$ cat src/rtl/matrix_pkg.sv
// matrix_pkg: shared states, command bytes and error codes for the matrix loader.
package matrix_pkg;
    typedef enum logic [1:0] {IDLE, LOAD, CHECK, RUN} loader_state_t;
    localparam logic [7:0] CMD_LOAD_A_DFLT = 8'hA1;
    localparam logic [7:0] CMD_LOAD_B_DFLT = 8'hB1;
    localparam logic [7:0] CMD_START_DFLT  = 8'h5A;
    localparam logic [1:0] ERR_NONE        = 2'd0;
    localparam logic [1:0] ERR_UNKNOWN_CMD = 2'd1;
    localparam logic [1:0] ERR_CHECKSUM    = 2'd2;
    localparam logic [1:0] ERR_NOT_LOADED  = 2'd3;
    localparam int MATRIX_DIM = 16;
endpackage

$ cat src/rtl/matrix_mem_wport.sv
// matrix_mem_wport: registered write-port driver (we/addr/data one cycle after the request).
module matrix_mem_wport (
    input  logic       clk,
    input  logic       rst_n,
    input  logic       en,
    input  logic [7:0] addr,
    input  logic [7:0] data,
    output logic       we,
    output logic [7:0] waddr,
    output logic [7:0] wdata
);
    always_ff @(posedge clk) begin
        if (!rst_n) begin
            we    <= 1'b0;
            waddr <= '0;
            wdata <= '0;
        end else begin
            we <= en;
            if (en) begin
                waddr <= addr;
                wdata <= data;
            end
        end
    end
endmodule

$ cat src/rtl/matrix_loader.sv
// matrix_loader: UART byte-stream parser loading A/B operand memories and launching the multiplier.
// Define MATRIX_LOADER_CHECKSUM_EN to require a trailing mod-256 checksum byte after each matrix.
module matrix_loader
    import matrix_pkg::*;
#(
    parameter int         N_ELEM     = MATRIX_DIM * MATRIX_DIM,
    parameter logic [7:0] CMD_LOAD_A = CMD_LOAD_A_DFLT,
    parameter logic [7:0] CMD_LOAD_B = CMD_LOAD_B_DFLT,
    parameter logic [7:0] CMD_START  = CMD_START_DFLT
) (
    input  logic       clk,
    input  logic       rst_n,
    input  logic       rx_valid,
    input  logic [7:0] rx_data,
    output logic       rx_ready,
    output logic       a_we,
    output logic [7:0] a_waddr,
    output logic [7:0] a_wdata,
    output logic       b_we,
    output logic [7:0] b_waddr,
    output logic [7:0] b_wdata,
    output logic       mm_start,
    input  logic       mm_done,
    output logic       a_loaded,
    output logic       b_loaded,
    output logic       busy,
    output logic       err,
    output logic [1:0] err_code
);
    loader_state_t state;
    logic [7:0] cnt;
    logic tgt;
`ifdef MATRIX_LOADER_CHECKSUM_EN
    logic [7:0] sum;
`endif
    logic accept;
    assign accept = rx_valid && rx_ready;

    matrix_mem_wport u_a (
        .clk(clk), .rst_n(rst_n), .en(accept && state == LOAD && !tgt),
        .addr(cnt), .data(rx_data), .we(a_we), .waddr(a_waddr), .wdata(a_wdata)
    );
    matrix_mem_wport u_b (
        .clk(clk), .rst_n(rst_n), .en(accept && state == LOAD && tgt),
        .addr(cnt), .data(rx_data), .we(b_we), .waddr(b_waddr), .wdata(b_wdata)
    );

    always_ff @(posedge clk) begin
        if (!rst_n) begin
            state    <= IDLE;
            cnt      <= '0;
            tgt      <= 1'b0;
`ifdef MATRIX_LOADER_CHECKSUM_EN
            sum      <= '0;
`endif
            rx_ready <= 1'b1;
            mm_start <= 1'b0;
            a_loaded <= 1'b0;
            b_loaded <= 1'b0;
            busy     <= 1'b0;
            err      <= 1'b0;
            err_code <= ERR_NONE;
        end else begin
            mm_start <= 1'b0;
            err      <= 1'b0;
            case (state)
                IDLE: if (accept) begin
                    cnt <= '0;
`ifdef MATRIX_LOADER_CHECKSUM_EN
                    sum <= '0;
`endif
                    if (rx_data == CMD_LOAD_A) begin
                        state    <= LOAD;
                        tgt      <= 1'b0;
                        a_loaded <= 1'b0;
                    end else if (rx_data == CMD_LOAD_B) begin
                        state    <= LOAD;
                        tgt      <= 1'b1;
                        b_loaded <= 1'b0;
                    end else if (rx_data == CMD_START) begin
                        if (a_loaded && b_loaded) begin
                            state    <= RUN;
                            mm_start <= 1'b1;
                            busy     <= 1'b1;
                            rx_ready <= 1'b0;
                        end else begin
                            err      <= 1'b1;
                            err_code <= ERR_NOT_LOADED;
                        end
                    end else begin
                        err      <= 1'b1;
                        err_code <= ERR_UNKNOWN_CMD;
                    end
                end
                LOAD: if (accept) begin
                    cnt <= cnt + 8'd1;
`ifdef MATRIX_LOADER_CHECKSUM_EN
                    sum <= sum + rx_data;
                    if (cnt == 8'(N_ELEM - 1)) state <= CHECK;
`else
                    if (cnt == 8'(N_ELEM - 1)) begin
                        state <= IDLE;
                        if (tgt) b_loaded <= 1'b1;
                        else a_loaded <= 1'b1;
                    end
`endif
                end
`ifdef MATRIX_LOADER_CHECKSUM_EN
                CHECK: if (accept) begin
                    state <= IDLE;
                    if (rx_data == sum) begin
                        if (tgt) b_loaded <= 1'b1;
                        else a_loaded <= 1'b1;
                    end else begin
                        err      <= 1'b1;
                        err_code <= ERR_CHECKSUM;
                    end
                end
`endif
                RUN: if (mm_done) begin
                    state    <= IDLE;
                    busy     <= 1'b0;
                    rx_ready <= 1'b1;
                end
                default: state <= IDLE;
            endcase
        end
    end
endmodule

$ cat config.mk
export PLATFORM = sky130hd
export DESIGN_NAME = matrix_loader
export DESIGN_NICKNAME = d
export VERILOG_FILES = /design/src/rtl/matrix_pkg.sv /design/src/rtl/matrix_mem_wport.sv /design/src/rtl/matrix_loader.sv
export SDC_FILE = /design/constraint.sdc
export NUM_CORES = 1
export LEC_CHECK = 0
export BUFFER_PORTS_ARGS = -buffer_cell sky130_fd_sc_hd__buf_2
export CORE_ASPECT_RATIO = 1.75
export CORE_MARGIN = 2
export CORE_UTILIZATION = 30
export CTS_BUF_LIST = sky130_fd_sc_hd__clkbuf_8
export DETAILED_ROUTE_END_ITERATION = 10
export GPL_ROUTABILITY_DRIVEN = 1
export GPL_TIMING_DRIVEN = 0
export PLACE_DENSITY = 0.55
export REMOVE_ABC_BUFFERS = 1
export SLEW_MARGIN = 20
export SYNTH_ARGS = -nofsm -noshare
export SYNTH_HDL_FRONTEND = slang
export SYNTH_HIERARCHICAL = 1
export SYNTH_SLANG_ARGS = --single-unit
$ cat constraint.sdc
create_clock -name clk -period 1.35 [get_ports clk]
set_input_delay 0 -clock clk [delete_from_list [all_inputs] [get_ports clk]]
set_output_delay 0 -clock clk [all_outputs]
set_load 0.02 [all_outputs]
==> flow_summary.html <==
<table>
<tr><th>Metric</th><th>Value</th></tr>
<tr><th colspan="2">Status</th></tr>
<tr><td>Outcome</td><td>complete, but fails checks</td></tr>
<tr><td>Violations in the final reports</td><td>negative setup slack</td></tr>
<tr><th colspan="2">Synthesis</th></tr>
<tr><td>Post-synth EDFFs</td><td>0</td></tr>
<tr><td>Count of state elements after synthesis</td><td>53</td></tr>
<tr><td>Ys Warns</td><td>6</td></tr>
<tr><td>Share of async-settable or async-resettable flops after synthesis</td><td>0</td></tr>
<tr><td>Biggest area consumer among synthesized cells</td><td>sky130_fd_sc_hd__dfxtp_1</td></tr>
<tr><td>Synth cell types</td><td>37</td></tr>
<tr><td>Fraction of the yosys area taken by sequential cells</td><td>0.476</td></tr>
<tr><td>Prevailing post-synth register cell</td><td>sky130_fd_sc_hd__dfxtp_1</td></tr>
<tr><td>Synth top area cells</td><td>sky130_fd_sc_hd__dfxtp_1 48%, sky130_fd_sc_hd__mux2i_1 16%, sky130_fd_sc_hd__nor2b_1 9.3%</td></tr>
<tr><td>Avg Cell Area, Syn</td><td>10.4 um2</td></tr>
<tr><td>Mapped Area</td><td>0.00223 mm2</td></tr>
<tr><td>Commonest cells post-synth</td><td>53 x sky130_fd_sc_hd__dfxtp_1, 35 x sky130_fd_sc_hd__mux2i_1, 33 x sky130_fd_sc_hd__nor2b_1</td></tr>
<tr><td>Library cell with the highest instance count after synthesis</td><td>sky130_fd_sc_hd__dfxtp_1</td></tr>
<tr><td>Proportion of netlist area held by the largest area contributor</td><td>0.476</td></tr>
<tr><td>Syn Inst Count</td><td>215</td></tr>
<tr><th colspan="2">STA</th></tr>
<tr><td>Final setup violation count</td><td>5</td></tr>
<tr><td>Max-slew violation total from the final report</td><td>0</td></tr>
<tr><td>Share of the clock period used by the worst path</td><td>1.00</td></tr>
<tr><td>Final setup slack of the worst path</td><td>-0.00497 ns</td></tr>
<tr><td>Unrepaired setup endpoints after global routing</td><td>true</td></tr>
<tr><td>Maximum frequency from static timing analysis</td><td>738 MHz</td></tr>
<tr><td>Least-Margin Pin Slew</td><td>0.434 ns</td></tr>
<tr><td>Minimum hold slack</td><td>0.00903 ns</td></tr>
<tr><td>Final clock skew</td><td>0.00730 ns</td></tr>
<tr><td>Minimum clock period after layout</td><td>1.35 ns</td></tr>
<tr><td>Count of endpoints failing hold in the final timing report</td><td>0</td></tr>
<tr><td>Worst slew margin relative to its limit</td><td>0.707</td></tr>
<tr><th colspan="2">Routing</th></tr>
<tr><td>Remaining DRCs</td><td>0</td></tr>
<tr><td>Number of DRC markers after the initial detailed-route iteration</td><td>41</td></tr>
<tr><td>Vias</td><td>1,788</td></tr>
<tr><td>Routed via count divided by cell count</td><td>4.77</td></tr>
<tr><td>Antenna viol nets, final</td><td>0</td></tr>
<tr><td>Count of TritonRoute iterations in the first routing pass</td><td>4</td></tr>
<tr><td>Total wire length after detailed routing</td><td>5590 um</td></tr>
<tr><td>Wire per inst</td><td>14.9 um</td></tr>
<tr><th colspan="2">Setup path</th></tr>
<tr><td>Critical Path Source Type</td><td>flop</td></tr>
<tr><td>Cell with the biggest individual delay on the critical path</td><td>sky130_fd_sc_hd__dfxtp_4</td></tr>
<tr><td>Signal arrival time at the worst endpoint</td><td>1.56 ns</td></tr>
<tr><td>Depth of the worst register-to-register path</td><td>5</td></tr>
<tr><td>Buffering stage count on the worst path with inverters included</td><td>1</td></tr>
<tr><td>Critical Path End Type</td><td>flop</td></tr>
<tr><td>Endpoint of the most critical register-to-register path</td><td>u_b/wdata[1]$_SDFFE_PN0P_</td></tr>
<tr><td>Biggest fanout along the worst timing path</td><td>6</td></tr>
<tr><td>Delay-heaviest family, CP</td><td>simple AND/OR/NAND/NOR gates</td></tr>
<tr><td>Data required time of the worst path</td><td>1.56 ns</td></tr>
<tr><td>Worst Path Class, Setup</td><td>flop to flop</td></tr>
<tr><td>List of cells traversed by the critical path</td><td>and3b_2, and3_4, buf_12, mux2i_1, nor2b_1</td></tr>
<tr><td>Largest incremental delay on the critical path</td><td>0.37 ns</td></tr>
<tr><td>Worst setup slack for register-to-register paths</td><td>-0.005 ns</td></tr>
<tr><td>Startpoint of the worst register-to-register path</td><td>state[1]$_SDFFE_PN0P_</td></tr>
<tr><td>WP depth</td><td>5</td></tr>
<tr><td>Critical Path Start</td><td>state[1]$_SDFFE_PN0P_</td></tr>
<tr><th colspan="2">Global route</th></tr>
<tr><td>Vias in the first global route</td><td>1,761</td></tr>
<tr><td>Fraction of met1 tracks used by global routing</td><td>0.141</td></tr>
<tr><td>Gr ovfl total</td><td>0</td></tr>
<tr><td>Global routing usage summed across all routing layers</td><td>0.134</td></tr>
<tr><td>Met2 usage</td><td>0.245</td></tr>
<tr><td>Initial antenna violation count</td><td>0</td></tr>
<tr><td>Met3 Resource Use GR</td><td>0.0325</td></tr>
<tr><td>Largest net degree at the start of global routing</td><td>47</td></tr>
<tr><td>Global-route wire length before repair</td><td>8750 um</td></tr>
<tr><td>Busiest layer in global routing</td><td>met2</td></tr>
<tr><th colspan="2">CTS</th></tr>
<tr><td>TritonCTS clock tree</td><td>done</td></tr>
<tr><td>H-tree level count</td><td>2</td></tr>
<tr><td>Clock root buffer</td><td>sky130_fd_sc_hd__clkbuf_8</td></tr>
<tr><td>Clk buf depth</td><td>2</td></tr>
<tr><td>Clock input transition at the sequential cells of the worst setup and hold paths</td><td>0.09 ns</td></tr>
<tr><td>Number of sinks handled by clock tree synthesis</td><td>53</td></tr>
<tr><td>Clock network latency to the later pin of the worst-skew pair</td><td>0.31 ns</td></tr>
<tr><td>Cts bufs inserted</td><td>5</td></tr>
<tr><th colspan="2">Placed design</th></tr>
<tr><td>HPWL after detailed placement</td><td>3480 um</td></tr>
<tr><td>Final RePlAce weighted congestion</td><td>0.740</td></tr>
<tr><td>Count of port buffers added during placement</td><td>53</td></tr>
<tr><th colspan="2">Floorplanning</th></tr>
<tr><td>Die Area</td><td>0.00816 mm2</td></tr>
<tr><td>I/O pin count</td><td>54</td></tr>
<tr><td>Die H</td><td>118 um</td></tr>
<tr><td>Core area</td><td>0.00718 mm2</td></tr>
<tr><td>Initial cell density of the core</td><td>0.310</td></tr>
<tr><td>Die Width</td><td>69.1 um</td></tr>
<tr><td>Row count</td><td>41</td></tr>
<tr><th colspan="2">Cells and area</th></tr>
<tr><td>Post-layout util</td><td>0.409</td></tr>
<tr><td>Syn-to-layout area delta</td><td>31.9%</td></tr>
<tr><td>Post-layout nets</td><td>302</td></tr>
<tr><td>Antenna Diode Count</td><td>0</td></tr>
<tr><td>Fraction of final layout cells with drive strength greater than 1</td><td>0.349</td></tr>
<tr><th colspan="2">Pwr</th></tr>
<tr><td>Peak supply drop</td><td>0.000597 V</td></tr>
<tr><td>Cell Pwr Density</td><td>884 mW/mm2</td></tr>
<tr><td>Leakage power total</td><td>1.14 nW</td></tr>
<tr><td>Pwr Total</td><td>0.00260 W</td></tr>
<tr><th colspan="2">Run</th></tr>
<tr><td>Maximum Capacitance Violations</td><td>0</td></tr>
<tr><th colspan="2">Hold path</th></tr>
<tr><td>Endpoint with the worst hold slack</td><td>u_b/wdata[6]$_SDFFE_PN0P_</td></tr>
<tr><td>Min-delay worst type</td><td>primary input to flop</td></tr>
<tr><td>Count of cells along the worst hold path</td><td>3</td></tr>
<tr><td>Source of the worst hold timing path</td><td>rx_data[6]</td></tr>
</table>
## registers in the layout (all words and copies together), names as in the netlist, 2 cells and up
register   count
state          2
u_a/waddr      8
u_b/waddr      8
u_b/wdata      8
err_code       2
u_a/wdata      8
cnt            8
## tightest hold or removal path: cells and delay by family
kind                   cells  cell delay, ns
buffers and inverters      1            0.12
and+or+nand+nor            1            0.09
muxes                      1            0.08
## metrics by stage
step | setup WS (ns) | area [um2] | TNS (ns) | std cells
global placement | -1.67 | 2520 | -44.73 | 345
global route | -0.0770 | 2940 | -1.03 | 375
detailed placement | -0.828 | 2520 | -25.53 | 345
floorplan | -0.834 | 2140 | -23.82 | 206
finish | -0.00497 | 2940 | -0.0130 | 375
CTS | -0.0188 | 2850 | -0.0188 | 372
## report_power, final
part           internal, W  total [W]  switching [W]
Sequential         0.00156    0.00156     0.00000199
Clock             0.000401   0.000905       0.000505
Combinational    0.0000611   0.000134      0.0000730
Total              0.00202    0.00260       0.000580
## logic make-up (layout without fill, tap and decap cells)
group                      after synthesis  count (layout)  synth area share
DFF                                     53              53             0.476
buffers and inverters                   12              86            0.0421
adders and majority gates                1               1           0.00562
muxes                                   35              35             0.157
and+or+nand+nor                         90              90             0.253
AOI/OAI and AO/OA                       24              24            0.0652
## cell type report
type / instances / area, um2
Inverter: 3 / 11.3
Clock inverter: 1 / 3.75
Timing Repair Buffer: 76 / 504
Sequential cell: 53 / 1080
Tap cell: 86 / 108
Clock buffer: 6 / 82.6
Multi-Input combinational cell: 150 / 1150
Fill cell: 756 / 4240
## worst max-delay path by stage
stage                                 to  slack (ns)
2_1_floorplan  u_a/waddr[0]$_SDFFE_PN0P_       -0.83
3_3_place_gp   u_a/wdata[2]$_SDFFE_PN0P_       -1.67
3_5_place_dp   u_b/wdata[1]$_SDFFE_PN0P_       -0.83
4_1_cts        u_b/wdata[1]$_SDFFE_PN0P_       -0.02
5_1_grt        u_b/waddr[6]$_SDFFE_PN0P_       -0.08
6_report       u_b/wdata[1]$_SDFFE_PN0P_      -0.005
## routing by layer
layer	vias up	part of all wire	wire length (um)
li1	899	-	-
met1	838	0.38	2130
met2	43	0.56	3110
met3	8	0.042	234
met4	0	0.020	112
met5	-	0	0
## cells in the final DEF (no fill, tap or decap), drive strengths merged, types with 4 or more instances in the layout
| cell | n |
|---|---|
| buf | 69 |
| dfxtp | 53 |
| mux2i | 35 |
| nor2b | 33 |
| nand2 | 10 |
| a21oi | 10 |
| nor2 | 10 |
| clkbuf | 7 |
| nand3 | 7 |
| dlygate4sd3 | 6 |
| o21ai | 6 |
| nor3 | 5 |
| inv | 4 |
| and3 | 4 |
| and2 | 4 |
## what timing repair did
item,4_1_cts,5_1_grt
setup buffers,14,2
hold buffers,6,0
resized for setup,19,13
endpoints found under the hold margin,7,0
setup endpoints to repair,43,30
pin swaps,1,4
cloned,0,1
Note: power is estimated with default switching activity, not from simulation.
